$ cat src/rtl/wb_arbiter_pkg.sv
// Shared types and defaults for the writeback arbiter: widths, x0 constant and
// the writeback entry carried through the LL FIFO and the output register.
package wb_arbiter_pkg;

  localparam int XLEN_D       = 32;
  localparam int ADDR_WIDTH_D = 5;
  localparam int FIFO_DEPTH_D = 2;

  localparam logic [ADDR_WIDTH_D-1:0] X0 = '0;

  // src_ll marks LL-sourced writes so the scoreboard knows which writes retire a busy bit.
  typedef struct packed {
    logic [ADDR_WIDTH_D-1:0] addr;
    logic [XLEN_D-1:0]       data;
    logic                    src_ll;
  } wb_entry_t;

endpackage

$ cat src/rtl/wb_fifo.sv
// Small synchronous-write FIFO with extra-MSB wrap pointers; head is read
// combinationally so the arbiter can forward it in the same cycle it pops.
module wb_fifo #(
  parameter int WIDTH = 8,
  parameter int DEPTH = 2
) (
  input  logic             clk,
  input  logic             rst_n,
  input  logic             push,
  input  logic             pop,
  input  logic [WIDTH-1:0] wdata,
  output logic [WIDTH-1:0] rdata,
  output logic             full,
  output logic             empty
);

  localparam int AW = $clog2(DEPTH);

  logic [WIDTH-1:0] mem [DEPTH];
  logic [AW:0]      wr_ptr;
  logic [AW:0]      rd_ptr;
  logic             do_push;
  logic             do_pop;

  assign do_push = push & ~full;
  assign do_pop  = pop & ~empty;

  // Equal index with differing wrap bits means the writer lapped the reader.
  assign empty = (wr_ptr == rd_ptr);
  assign full  = (wr_ptr[AW] != rd_ptr[AW]) && (wr_ptr[AW-1:0] == rd_ptr[AW-1:0]);
  assign rdata = mem[rd_ptr[AW-1:0]];

  always_ff @(posedge clk or negedge rst_n) begin
    if (!rst_n) begin
      wr_ptr <= '0;
      rd_ptr <= '0;
    end else begin
      if (do_push) wr_ptr <= wr_ptr + 1'b1;
      if (do_pop)  rd_ptr <= rd_ptr + 1'b1;
    end
  end

  always_ff @(posedge clk) begin
    if (do_push) mem[wr_ptr[AW-1:0]] <= wdata;
  end

endmodule

$ cat src/rtl/wb_arbiter.sv
// Merges pipeline writeback and long-latency results into the single Regfile
// write port, and tracks registers with outstanding LL results for decode stall.
module wb_arbiter
  import wb_arbiter_pkg::*;
#(
  parameter int XLEN       = XLEN_D,
  parameter int ADDR_WIDTH = ADDR_WIDTH_D,
  parameter int FIFO_DEPTH = FIFO_DEPTH_D
) (
  input  logic                  i_clk,
  input  logic                  i_rstn,
  input  logic                  i_pipeWrEn,
  input  logic [ADDR_WIDTH-1:0] i_pipeRdAddr,
  input  logic [XLEN-1:0]       i_pipeRdData,
  input  logic                  i_llIssue,
  input  logic [ADDR_WIDTH-1:0] i_llIssueRd,
  input  logic                  i_llValid,
  output logic                  o_llReady,
  input  logic [ADDR_WIDTH-1:0] i_llRdAddr,
  input  logic [XLEN-1:0]       i_llData,
  input  logic [ADDR_WIDTH-1:0] i_rs1Addr,
  input  logic [ADDR_WIDTH-1:0] i_rs2Addr,
  input  logic [ADDR_WIDTH-1:0] i_rdAddr,
  output logic                  o_stall,
  output logic                  o_wrEn,
  output logic [ADDR_WIDTH-1:0] o_rdAddr,
  output logic [XLEN-1:0]       o_rdData
);

  localparam int NREG = 2**ADDR_WIDTH;

  wb_entry_t       fifo_head;
  wb_entry_t       ll_entry;
  wb_entry_t       win;
  wb_entry_t       out_q;
  logic            win_valid;
  logic            wr_en_q;
  logic            fifo_full;
  logic            fifo_empty;
  logic            fifo_push;
  logic            fifo_pop;
  logic            ll_accept;
  logic            pipe_live;
  logic            ll_live;
  logic [NREG-1:0] busy;

  // LL handshake: a result transfers on a cycle where i_llValid and o_llReady are
  // both high; o_llReady depends only on FIFO occupancy, never on i_llValid.
  assign o_llReady = ~fifo_full;
  assign ll_accept = i_llValid & ~fifo_full;
  assign pipe_live = i_pipeWrEn & (i_pipeRdAddr != X0);
  assign ll_live   = ll_accept & (i_llRdAddr != X0);
  assign ll_entry  = '{addr: i_llRdAddr, data: i_llData, src_ll: 1'b1};

  wb_fifo #(
    .WIDTH($bits(wb_entry_t)),
    .DEPTH(FIFO_DEPTH)
  ) u_fifo (
    .clk  (i_clk),
    .rst_n(i_rstn),
    .push (fifo_push),
    .pop  (fifo_pop),
    .wdata(ll_entry),
    .rdata(fifo_head),
    .full (fifo_full),
    .empty(fifo_empty)
  );

  // Bypass only with an empty FIFO so a new LL result never overtakes buffered ones.
  always_comb begin
    win       = '0;
    win_valid = 1'b0;
    fifo_pop  = 1'b0;
    fifo_push = 1'b0;
    if (pipe_live) begin
      win       = '{addr: i_pipeRdAddr, data: i_pipeRdData, src_ll: 1'b0};
      win_valid = 1'b1;
      fifo_push = ll_live;
    end else if (!fifo_empty) begin
      win       = fifo_head;
      win_valid = 1'b1;
      fifo_pop  = 1'b1;
      fifo_push = ll_live;
    end else if (ll_live) begin
      win       = ll_entry;
      win_valid = 1'b1;
    end
  end

  always_ff @(posedge i_clk or negedge i_rstn) begin
    if (!i_rstn) begin
      wr_en_q <= 1'b0;
      out_q   <= '0;
    end else begin
      wr_en_q <= win_valid;
      out_q   <= win;
    end
  end

  // Set is applied after clear so a same-address issue survives the retiring write.
  always_ff @(posedge i_clk or negedge i_rstn) begin
    if (!i_rstn) begin
      busy <= '0;
    end else begin
      if (wr_en_q && out_q.src_ll) busy[out_q.addr] <= 1'b0;
      if (i_llIssue && (i_llIssueRd != X0)) busy[i_llIssueRd] <= 1'b1;
    end
  end

  assign o_stall  = busy[i_rs1Addr] | busy[i_rs2Addr] | busy[i_rdAddr];
  assign o_wrEn   = wr_en_q;
  assign o_rdAddr = out_q.addr;
  assign o_rdData = out_q.data;

endmodule

$ cat config.mk
export PLATFORM = sky130hd
export DESIGN_NAME = wb_arbiter
export DESIGN_NICKNAME = d
export VERILOG_FILES = /design/src/rtl/wb_arbiter_pkg.sv /design/src/rtl/wb_fifo.sv /design/src/rtl/wb_arbiter.sv
export SDC_FILE = /design/constraint.sdc
export NUM_CORES = 1
export LEC_CHECK = 0
export BUFFER_PORTS_ARGS = -buffer_cell sky130_fd_sc_hd__buf_2
export CORE_MARGIN = 2
export CORE_UTILIZATION = 55
export DETAILED_ROUTE_END_ITERATION = 6
export GPL_TIMING_DRIVEN = 0
export PLACE_DENSITY_LB_ADDON = 0.1
export SKIP_CTS_REPAIR_TIMING = 1
export SLEW_MARGIN = 20
export SYNTH_ARGS = -nofsm -noshare
export SYNTH_HDL_FRONTEND = slang
export SYNTH_SLANG_ARGS = --single-unit
$ cat constraint.sdc
create_clock -name i_clk -period 7.3 [get_ports i_clk]
set_input_delay 0.73 -clock i_clk [delete_from_list [all_inputs] [get_ports i_clk]]
set_output_delay 0.73 -clock i_clk [all_outputs]
set_load 0.05 [all_outputs]
==> run_summary.xml, run 1 <==
<?xml version="1.0" encoding="UTF-8"?>
<metrics>
  <group name="global_route">
    <metric name="overall_track_demand_over_capacity_in_global_routing" unit="%">25.8</metric>
    <metric name="antenna_found_initial" unit="">1</metric>
    <metric name="globalRoute.totalOverflow" unit="">0</metric>
    <metric name="grt_pass1_wl" unit="microns">26500</metric>
    <metric name="grt_pass1_vias" unit="">5109</metric>
    <metric name="grt_max_degree" unit="">59</metric>
  </group>
  <group name="sta">
    <metric name="report.final.hold_viol_count" unit="">0</metric>
    <metric name="skew" unit="ps">8.29</metric>
    <metric name="tightestPinTransition" unit="ps">817</metric>
    <metric name="setup_viol" unit="">0</metric>
    <metric name="fin_crit" unit="ps">3540</metric>
    <metric name="timing.setup.tns" unit="ps">0</metric>
    <metric name="postLayoutSetupSlackWorst" unit="ps">3760</metric>
    <metric name="period_share" unit="%">48.5</metric>
    <metric name="slew_headroom" unit="%">45.5</metric>
    <metric name="grt_setup_unrepaired" unit="">false</metric>
    <metric name="timing.fmax" unit="MHz">282</metric>
    <metric name="slew_violations" unit="">0</metric>
  </group>
  <group name="synth">
    <metric name="synth_xor_xnor_area_share" unit="%">0.745</metric>
    <metric name="synth_common_cells" unit="">sky130_fd_sc_hd__dfrtp_1, sky130_fd_sc_hd__edfxtp_1, sky130_fd_sc_hd__mux2i_1, sky130_fd_sc_hd__o21ai_0, sky130_fd_sc_hd__buf_4</metric>
    <metric name="synth_simple_gate_area_share" unit="%">9.64</metric>
    <metric name="netlist_area" unit="sq mm">0.00705</metric>
    <metric name="synth_top_flop_cell" unit="">sky130_fd_sc_hd__dfrtp_1</metric>
    <metric name="synth_top_family_by_area" unit="">multiplexers</metric>
    <metric name="synth_area_leader_cell" unit="">sky130_fd_sc_hd__edfxtp_1</metric>
    <metric name="synth_seq_cells" unit="">149</metric>
    <metric name="synth.top_cell.area_share" unit="%">31.5</metric>
    <metric name="netlist_instances" unit="">565</metric>
    <metric name="yosysWarnings" unit="">0</metric>
    <metric name="post_synth.cell_area_avg" unit="sq um">12.5</metric>
    <metric name="yosysMostFrequentCell" unit="">sky130_fd_sc_hd__dfrtp_1</metric>
    <metric name="postSynthNetCount" unit="">664</metric>
    <metric name="yosysUniqueCellTypes" unit="">43</metric>
    <metric name="top_cells_by_area_in_the_synthesized_netlist" unit="">sky130_fd_sc_hd__edfxtp_1, sky130_fd_sc_hd__dfrtp_1, sky130_fd_sc_hd__mux2i_1</metric>
    <metric name="synth_edf_count" unit="">74</metric>
    <metric name="compound_gate_portion_of_the_synthesized_area" unit="%">12.5</metric>
    <metric name="synth_sequential_area_ratio" unit="%">58.1</metric>
    <metric name="post_synth_mux_area_share" unit="%">12.8</metric>
    <metric name="post_synth_fa_ha_maj_area_fraction" unit="%">0</metric>
    <metric name="postSynth.asyncResetShare" unit="%">50.3</metric>
  </group>
  <group name="run">
    <metric name="max_cap_check_violation_count" unit="">0</metric>
  </group>
  <group name="clocking">
    <metric name="cts.sink_count" unit="">149</metric>
    <metric name="cts_made_buffers" unit="">17</metric>
    <metric name="path_clk_slew" unit="ps">60</metric>
    <metric name="cts.htree.levels" unit="">4</metric>
    <metric name="cts-root-buf" unit="">sky130_fd_sc_hd__clkbuf_16</metric>
    <metric name="cts.path.max_buffers" unit="">2</metric>
    <metric name="cts_tree" unit="">yes</metric>
    <metric name="clk-insertion-delay-late" unit="ps">410</metric>
  </group>
  <group name="floorplanning">
    <metric name="initial_core_util" unit="%">56.1</metric>
    <metric name="io_pins" unit="">139</metric>
    <metric name="fp.dieH" unit="microns">117</metric>
    <metric name="num_rows" unit="">41</metric>
    <metric name="design.core.area" unit="sq mm">0.0126</metric>
    <metric name="die_x" unit="microns">117</metric>
    <metric name="fp.dieArea" unit="sq mm">0.0137</metric>
  </group>
  <group name="worst_setup_path">
    <metric name="required" unit="ps">6570</metric>
    <metric name="startpoint_type" unit="">input port</metric>
    <metric name="regToRegStartpoint" unit="">u_fifo.rd_ptr[0]</metric>
    <metric name="crit_start" unit="">i_rs1Addr[0]</metric>
    <metric name="crit_path_max_fanout" unit="">10</metric>
    <metric name="arrival" unit="ps">2810</metric>
    <metric name="critPathKind" unit="">in2out</metric>
    <metric name="end_kind" unit="">primary output</metric>
  </group>
  <group name="cells_and_area">
    <metric name="drive_above_1_share" unit="%">30.7</metric>
    <metric name="synthToLayoutAreaGrowth" unit="%">22.1</metric>
    <metric name="final_net_count" unit="">821</metric>
    <metric name="antenna_cells" unit="">0</metric>
  </group>
  <group name="route">
    <metric name="wl" unit="microns">17100</metric>
    <metric name="via_per_inst" unit="">5.76</metric>
    <metric name="drt.antenna.violating_nets" unit="">0</metric>
    <metric name="drt-pass1-iter-count" unit="">5</metric>
    <metric name="drt_drc_violations_left" unit="">0</metric>
    <metric name="drt_iter0_markers" unit="">331</metric>
    <metric name="detailroute.via_count" unit="">5222</metric>
    <metric name="wl_per_cell" unit="microns">18.8</metric>
  </group>
  <group name="placed_design">
    <metric name="numPortBuffers" unit="">132</metric>
    <metric name="gp_routability_congestion" unit="">0.849</metric>
    <metric name="dpl_worst_slack" unit="ps">3740</metric>
    <metric name="place.detailed.hpwl" unit="microns">12600</metric>
  </group>
  <group name="power">
    <metric name="peakVddDrop" unit="V">0.000310</metric>
    <metric name="power.leakage" unit="nW">3.63</metric>
    <metric name="pwr_density_cell" unit="mW/mm^2">453</metric>
  </group>
  <group name="outcome">
    <metric name="run_status" unit="">complete, no violations</metric>
  </group>
  <group name="hold_path">
    <metric name="hold_path.class" unit="">in2async</metric>
  </group>
</metrics>
## worst max-delay path: stages
cell and delay, ps:
sky130_fd_sc_hd__buf_2 100, sky130_fd_sc_hd__clkbuf_1 430, sky130_fd_sc_hd__mux4_2 580, sky130_fd_sc_hd__o211ai_1 140
sky130_fd_sc_hd__nand4_1 100, sky130_fd_sc_hd__or4_1 500, sky130_fd_sc_hd__buf_2 220
## report_power, final
| group | leakage, nW | total (W) | internal [W] | switching (W) |
|---|---|---|---|---|
| Clock | 0.298 | 0.000849 | 0.000516 | 0.000333 |
| Combinational | 1.79 | 0.00162 | 0.000597 | 0.00103 |
| Sequential | 1.54 | 0.00143 | 0.00124 | 0.000193 |
## cell families (layout without fill, tap and decap cells)
kind of cell,Yosys count,in the layout
AO/OA/AOI/OAI,128,128
XOR/XNOR,6,6
buffers and inverters,72,242
flip-flops,149,149
multiplexers,80,80
AND/OR/NAND/NOR,130,130
## registers in the layout, summed over array words and instances, names as in the netlist
register and flops:
u_fifo.rd_ptr 2, u_fifo.wr_ptr 2, u_fifo.mem 74, busy 32, out_q 1, o_rdAddr 5
o_rdData 32, o_wrEn 1
## routing by layer
layer	wire length, microns	global-route usage [%]
met1	7170	33.4
met2	8480	42.6
met3	1090	5.66
met4	329	10.2
met5	13	0
## path summary, 6_finish.rpt
kind | endpoint | slack (ps) | depth (start not counted)
worst max-delay path | o_stall | 3760 | 7
worst max register to register | u_fifo.mem[1][13] | 4650 | 8
worst min register to register | u_fifo.rd_ptr[1] | 490 | 1
worst min-delay path | o_rdData[11] | 200 | 1
min in group i_clk | u_fifo.rd_ptr[1] | 490 | 1
max in group asynchronous | o_rdData[30] | 6530 | 2
## final cells by class
cell class | count | area [sq um]
plain buffers | 69 | 424
clock buffers | 24 | 536
clock inverters | 8 | 53.8
fillers | 918 | 3960
inverters | 3 | 11.3
multi-input cells | 344 | 2520
flip-flops and latches | 149 | 4100
well taps | 172 | 215
repair buffers | 138 | 748
## per-stage QoR
step | hold WS, ps | total power, W | cells | cell area, sq um | utilization [%]
global placement | 481 | 0.00300 | 869 | 7930 | 63.1
finish | 198 | 0.00390 | 907 | 8610 | 68.5
detailed placement | 482 | 0.00306 | 875 | 8020 | 63.8
floorplan | 434 | 0.00261 | 565 | 7050 | -
global route | 201 | 0.00410 | 907 | 8610 | 68.5
CTS | 191 | 0.00392 | 907 | 8610 | 68.5
## layout by cell type, fill, tap and decap left out, types with 19 or more instances in the layout
master,instances
sky130_fd_sc_hd__buf_2,137
sky130_fd_sc_hd__dfrtp_1,75
sky130_fd_sc_hd__edfxtp_1,74
sky130_fd_sc_hd__mux2i_1,72
sky130_fd_sc_hd__o21ai_0,61
sky130_fd_sc_hd__buf_4,45
sky130_fd_sc_hd__nor3_1,35
sky130_fd_sc_hd__a221o_1,34
sky130_fd_sc_hd__clkbuf_1,23
sky130_fd_sc_hd__clkbuf_16,20
sky130_fd_sc_hd__nand2_1,19
Power figures use the tool's default switching activity.
==> run 2, diff against run 1 <==
==> constraint.sdc (replaced) <==
create_clock -name i_clk -period 3.6 [get_ports i_clk]
set_input_delay 0.36 -clock i_clk [delete_from_list [all_inputs] [get_ports i_clk]]
set_output_delay 0.36 -clock i_clk [all_outputs]
set_load 0.05 [all_outputs]
==> run_summary.xml, run 2 (synthesis gave the netlist of run 1 again) <==
<?xml version="1.0" encoding="UTF-8"?>
<metrics>
  <group name="clocking">
    <metric name="cts-root-buf" unit="">sky130_fd_sc_hd__clkbuf_16</metric>
    <metric name="clk-insertion-delay-late" unit="ps">420</metric>
    <metric name="cts.sink_count" unit="">149</metric>
    <metric name="cts.path.max_buffers" unit="">2</metric>
    <metric name="cts_tree" unit="">yes</metric>
    <metric name="path_clk_slew" unit="ps">60</metric>
    <metric name="cts_made_buffers" unit="">17</metric>
    <metric name="cts.htree.levels" unit="">4</metric>
  </group>
  <group name="placed_design">
    <metric name="detailed_place.area" unit="sq mm">0.00803</metric>
    <metric name="gp_routability_congestion" unit="">0.860</metric>
    <metric name="dpl_worst_slack" unit="ps">777</metric>
    <metric name="numPortBuffers" unit="">132</metric>
    <metric name="place.detailed.hpwl" unit="microns">12600</metric>
  </group>
  <group name="sta">
    <metric name="timing.setup.tns" unit="ps">0</metric>
    <metric name="slew_violations" unit="">0</metric>
    <metric name="grt_setup_unrepaired" unit="">false</metric>
    <metric name="postLayoutSetupSlackWorst" unit="ps">724</metric>
    <metric name="setup_viol" unit="">0</metric>
    <metric name="fin_hold_ws" unit="ps">140</metric>
    <metric name="period_share" unit="%">79.9</metric>
    <metric name="report.final.hold_viol_count" unit="">0</metric>
    <metric name="slew_headroom" unit="%">47.8</metric>
    <metric name="tightestPinTransition" unit="ps">783</metric>
    <metric name="skew" unit="ps">7.61</metric>
    <metric name="fin_crit" unit="ps">2880</metric>
    <metric name="timing.fmax" unit="MHz">348</metric>
  </group>
  <group name="global_route">
    <metric name="overall_track_demand_over_capacity_in_global_routing" unit="%">26.1</metric>
    <metric name="grt_pass1_wl" unit="microns">26500</metric>
    <metric name="grt_pass1_vias" unit="">5115</metric>
    <metric name="antenna_found_initial" unit="">1</metric>
    <metric name="globalRoute.totalOverflow" unit="">0</metric>
    <metric name="grt_max_degree" unit="">44</metric>
  </group>
  <group name="route">
    <metric name="detailroute.via_count" unit="">5240</metric>
    <metric name="drt_drc_violations_left" unit="">0</metric>
    <metric name="top_layer" unit="">met4</metric>
    <metric name="via_per_inst" unit="">5.78</metric>
    <metric name="wl_per_cell" unit="microns">18.9</metric>
    <metric name="drt_iter0_markers" unit="">370</metric>
    <metric name="detail_route.wirelength.met1" unit="microns">7020</metric>
    <metric name="drt-pass1-iter-count" unit="">6</metric>
    <metric name="route.met3.wl" unit="microns">1170</metric>
    <metric name="met2RoutedLength" unit="microns">8540</metric>
    <metric name="drt.antenna.violating_nets" unit="">0</metric>
    <metric name="wl" unit="microns">17100</metric>
  </group>
  <group name="worst_setup_path">
    <metric name="crit_path_max_fanout" unit="">4</metric>
    <metric name="critPathKind" unit="">reg2out</metric>
    <metric name="regToRegStartpoint" unit="">u_fifo.rd_ptr[0]</metric>
    <metric name="worstPathCellList" unit="">mux4_1 &gt; mux2_2 &gt; nand3b_1 &gt; o31ai_1 &gt; or4_1 &gt; buf_2</metric>
    <metric name="gate_family_responsible_for_the_most_delay_along_the_worst_path" unit="">multiplexers</metric>
    <metric name="startpoint_type" unit="">flop</metric>
    <metric name="reg2reg_setup_slack" unit="ps">930</metric>
    <metric name="highest_delay_cell_along_the_critical_path" unit="">sky130_fd_sc_hd__mux4_1</metric>
    <metric name="arrival" unit="ps">2520</metric>
    <metric name="crit_path_max_incr_delay" unit="ps">530</metric>
    <metric name="r2r-end" unit="">u_fifo.mem[1][11]</metric>
    <metric name="end_kind" unit="">primary output</metric>
    <metric name="required" unit="ps">3240</metric>
    <metric name="cell_depth_of_the_worst_flop_to_flop_path" unit="">8</metric>
    <metric name="cp_num_buf_inv" unit="">1</metric>
  </group>
  <group name="cells_and_area">
    <metric name="synthToLayoutAreaGrowth" unit="%">21.9</metric>
    <metric name="final_design_area_no_fill" unit="sq mm">0.00860</metric>
    <metric name="antenna_cells" unit="">0</metric>
    <metric name="area_occupied_by_multi_input_gates" unit="sq mm">0.00253</metric>
    <metric name="drive_above_1_share" unit="%">30.5</metric>
    <metric name="mostFrequentLayoutCell" unit="">sky130_fd_sc_hd__buf_2</metric>
    <metric name="filler_cell_count" unit="">941</metric>
    <metric name="ff_latch_area" unit="sq mm">0.00410</metric>
    <metric name="final_net_count" unit="">820</metric>
    <metric name="most-common-layout-cells" unit="">sky130_fd_sc_hd__buf_2, sky130_fd_sc_hd__dfrtp_1, sky130_fd_sc_hd__edfxtp_1</metric>
    <metric name="largest_reg_flops" unit="">74</metric>
  </group>
  <group name="floorplanning">
    <metric name="design.core.area" unit="sq mm">0.0126</metric>
    <metric name="fp.dieH" unit="microns">117</metric>
    <metric name="die_x" unit="microns">117</metric>
    <metric name="io_pins" unit="">139</metric>
    <metric name="initial_core_util" unit="%">56.1</metric>
    <metric name="num_rows" unit="">41</metric>
    <metric name="fp.dieArea" unit="sq mm">0.0137</metric>
  </group>
  <group name="power">
    <metric name="pwr_density_cell" unit="mW/mm^2">915</metric>
    <metric name="power.leakage" unit="nW">3.59</metric>
    <metric name="peakVddDrop" unit="V">0.000631</metric>
  </group>
  <group name="outcome">
    <metric name="run_status" unit="">complete, no violations</metric>
  </group>
  <group name="hold_path">
    <metric name="worstHoldPathCells" unit="">1</metric>
    <metric name="min_from" unit="">i_llData[21]</metric>
    <metric name="hold_path.class" unit="">in2reg</metric>
    <metric name="hold-path-endpoint" unit="">u_fifo.mem[0][21]</metric>
  </group>
  <group name="run">
    <metric name="max_cap_check_violation_count" unit="">0</metric>
  </group>
</metrics>
-- run 2: cell count changes in the layout (fill, tap and decap cells not counted), sizes merged --
| cell | previous run | this run |
|---|---|---|
| clkbuf | 45 | 38 |
| clkinv | 2 | 6 |
| clkinvlp | 0 | 4 |
| buf | 186 | 184 |
| inv | 9 | 7 |
| bufinv | 0 | 1 |
| dlygate4sd3 | 0 | 1 |
-- run 2: worst max-delay path by stage --
stage / cells after the start / slack, ps / startpoint / end
2_1_floorplan: 5 / 490 / u_fifo.rd_ptr[0] / u_fifo.mem[0][0]
6_report: 6 / 720 / busy[19] / o_stall
3_5_place_dp: 7 / 780 / i_rs1Addr[0] / o_stall
3_3_place_gp: 6 / -470 / u_fifo.rd_ptr[0] / u_fifo.mem[0][10]
4_1_cts: 6 / 710 / busy[19] / o_stall
5_1_grt: 7 / 630 / i_rs1Addr[0] / o_stall
-- run 2: area by class of cell --
type                            count  area share (%)
Sequential cell                   149            47.7
Clock buffer                       17            4.95
Timing Repair Buffer              137            8.88
Inverter                            3           0.131
Tap cell                          172            2.50
Multi-Input combinational cell    344            29.4
Clock inverter                     15            1.51
Buffer                             69            4.93
-- run 2: layer usage --
metal | GRT usage, % | vias up
li1 | - | 2446
met1 | 33.5 | 2555
met5 | 0 | -
met2 | 42.4 | 209
met4 | 10.0 | 0
met3 | 7.21 | 30
-- run 2: where the power goes --
part / internal, W / total (W) / switching (W)
combinational: 0.00122 / 0.00331 / 0.00209
clock: 0.000952 / 0.00165 / 0.000703
sequential: 0.00251 / 0.00289 / 0.000389
-- run 2: per-stage QoR --
stage	instances	power [W]	util, %
after floorplan	565	0.00529	-
after global placement	869	0.00607	63.1
after detailed placement	873	0.00622	63.9
after CTS	905	0.00788	68.3
after global routing	906	0.00829	68.4
final	906	0.00786	68.4
==> run 3, diff against run 2 <==
==> constraint.sdc (replaced) <==
create_clock -name i_clk -period 2.75 [get_ports i_clk]
set_input_delay 0.275 -clock i_clk [delete_from_list [all_inputs] [get_ports i_clk]]
set_output_delay 0.275 -clock i_clk [all_outputs]
set_load 0.05 [all_outputs]
==> run_summary.xml, run 3 (synthesis gave the netlist of run 1 again) <==
<?xml version="1.0" encoding="UTF-8"?>
<metrics>
  <group name="outcome">
    <metric name="run_status" unit="">complete, no violations</metric>
  </group>
  <group name="clocking">
    <metric name="cts.path.max_buffers" unit="">2</metric>
    <metric name="cts_made_buffers" unit="">17</metric>
    <metric name="cts_tree" unit="">yes</metric>
    <metric name="cts.htree.levels" unit="">4</metric>
    <metric name="cts.sink_count" unit="">149</metric>
    <metric name="clk-insertion-delay-late" unit="ps">420</metric>
    <metric name="path_clk_slew" unit="ps">60</metric>
    <metric name="cts-root-buf" unit="">sky130_fd_sc_hd__clkbuf_16</metric>
  </group>
  <group name="sta">
    <metric name="fin_crit" unit="ps">2700</metric>
    <metric name="timing.fmax" unit="MHz">370</metric>
    <metric name="report.final.hold_viol_count" unit="">0</metric>
    <metric name="timing.setup.tns" unit="ps">0</metric>
    <metric name="postLayoutSetupSlackWorst" unit="ps">50.5</metric>
    <metric name="setup_viol" unit="">0</metric>
    <metric name="slew_violations" unit="">0</metric>
    <metric name="period_share" unit="%">98.2</metric>
    <metric name="skew" unit="ps">5.29</metric>
    <metric name="grt_setup_unrepaired" unit="">true</metric>
    <metric name="tightestPinTransition" unit="ps">815</metric>
    <metric name="slew_headroom" unit="%">45.6</metric>
  </group>
  <group name="worst_setup_path">
    <metric name="arrival" unit="ps">2420</metric>
    <metric name="highest_delay_cell_along_the_critical_path" unit="">sky130_fd_sc_hd__mux4_2</metric>
    <metric name="crit_path_max_fanout" unit="">4</metric>
    <metric name="crit_path_max_incr_delay" unit="ps">490</metric>
    <metric name="worstPathCellList" unit="">mux4_2 &gt; mux2_2 &gt; nand3b_1 &gt; o31ai_1 &gt; or4_4 &gt; buf_6</metric>
    <metric name="required" unit="ps">2480</metric>
    <metric name="startpoint_type" unit="">flop</metric>
    <metric name="critPathKind" unit="">reg2out</metric>
    <metric name="end_kind" unit="">primary output</metric>
  </group>
  <group name="placed_design">
    <metric name="dpl_worst_slack" unit="ps">-174</metric>
    <metric name="detailed_place.area" unit="sq mm">0.00800</metric>
    <metric name="place.detailed.hpwl" unit="microns">12700</metric>
    <metric name="gp_routability_congestion" unit="">0.885</metric>
    <metric name="numPortBuffers" unit="">132</metric>
  </group>
  <group name="global_route">
    <metric name="overall_track_demand_over_capacity_in_global_routing" unit="%">27.0</metric>
    <metric name="grt_pass1_wl" unit="microns">27800</metric>
    <metric name="grt_pass1_vias" unit="">5325</metric>
    <metric name="globalRoute.totalOverflow" unit="">0</metric>
    <metric name="grt_max_degree" unit="">45</metric>
    <metric name="antenna_found_initial" unit="">0</metric>
  </group>
  <group name="cells_and_area">
    <metric name="synthToLayoutAreaGrowth" unit="%">23.1</metric>
    <metric name="largest_reg_flops" unit="">74</metric>
    <metric name="antenna_cells" unit="">0</metric>
    <metric name="most-common-layout-cells" unit="">sky130_fd_sc_hd__buf_2, sky130_fd_sc_hd__dfrtp_1, sky130_fd_sc_hd__edfxtp_1</metric>
    <metric name="final_design_area_no_fill" unit="sq mm">0.00868</metric>
    <metric name="drive_above_1_share" unit="%">31.3</metric>
    <metric name="utilization" unit="%">69.1</metric>
    <metric name="final_net_count" unit="">824</metric>
    <metric name="mostFrequentLayoutCell" unit="">sky130_fd_sc_hd__buf_2</metric>
    <metric name="filler_cell_count" unit="">928</metric>
  </group>
  <group name="power">
    <metric name="total_power" unit="W">0.0106</metric>
    <metric name="pwr_density_cell" unit="mW/mm^2">1220</metric>
    <metric name="power.leakage" unit="nW">3.63</metric>
    <metric name="peakVddDrop" unit="V">0.000736</metric>
  </group>
  <group name="route">
    <metric name="drt_iter0_markers" unit="">448</metric>
    <metric name="wl_per_cell" unit="microns">19.9</metric>
    <metric name="drt_drc_violations_left" unit="">0</metric>
    <metric name="drt-pass1-iter-count" unit="">5</metric>
    <metric name="via_per_inst" unit="">5.86</metric>
    <metric name="wl" unit="microns">18100</metric>
    <metric name="detailroute.via_count" unit="">5333</metric>
    <metric name="drt.antenna.violating_nets" unit="">0</metric>
  </group>
  <group name="floorplanning">
    <metric name="num_rows" unit="">41</metric>
    <metric name="die_x" unit="microns">117</metric>
    <metric name="fp.dieArea" unit="sq mm">0.0137</metric>
    <metric name="design.core.area" unit="sq mm">0.0126</metric>
    <metric name="io_pins" unit="">139</metric>
    <metric name="initial_core_util" unit="%">56.1</metric>
    <metric name="fp.dieH" unit="microns">117</metric>
  </group>
  <group name="run">
    <metric name="max_cap_check_violation_count" unit="">0</metric>
  </group>
  <group name="hold_path">
    <metric name="hold_path.class" unit="">in2reg</metric>
  </group>
</metrics>
run 3: final timing paths:
path                                  start  depth (start not counted)  slack [ps]           endpoint
hold reg to reg            u_fifo.wr_ptr[1]                          1         510   u_fifo.wr_ptr[1]
setup reg to reg           u_fifo.rd_ptr[0]                          7         150   u_fifo.mem[1][7]
max in group asynchronous            i_rstn                          3        1760       o_rdData[30]
setup / recovery                    busy[7]                          6          50            o_stall
min in group asynchronous            i_rstn                          2         400       o_rdData[11]
hold / removal                 i_llData[29]                          1          60  u_fifo.mem[1][29]
run 3: layout make-up:
cell class              count  area (sq um)  area share, %
clock inverters            13           180           2.08
flip-flops and latches    149          4100           47.2
repair buffers            140           767           8.84
well taps                 172           215           2.48
repair inverters            1          7.51         0.0865
plain buffers              69           424           4.89
inverters                   3          15.0          0.173
clock buffers              19           443           5.10
multi-input cells         344          2530           29.1
run 3: where the power goes:
group          total [W]  switching, W  internal [W]  leakage (nW)
registers        0.00380      0.000518       0.00329          1.54
logic            0.00439       0.00279       0.00160          1.79
clock network    0.00244      0.000899       0.00154         0.301
total             0.0106       0.00420       0.00643          3.63
run 3: per-layer routing:
layer / part of all wire (%) / vias up / global-route usage, %
met3: 6.6 / 36 / 6.39
met2: 50 / 231 / 44.3
li1: - / 2456 / -
met5: 0 / - / 0
met1: 42 / 2610 / 35.2
met4: 2.1 / 0 / 10.0
run 3: critical path: cells and delay by family (launching register included):
kind                   cells  cell delay [ps]
DFF                        1              420
muxes                      2              780
and+or+nand+nor            2              560
AOI/OAI and AO/OA          1               80
buffers and inverters      1              170
run 3: metrics by stage:
stage,hold WS [ps],cells
floorplan,-20.6,565
CTS,-189,904
detailed placement,259,872
finish,59.0,910
global route,48.6,910
global placement,478,869
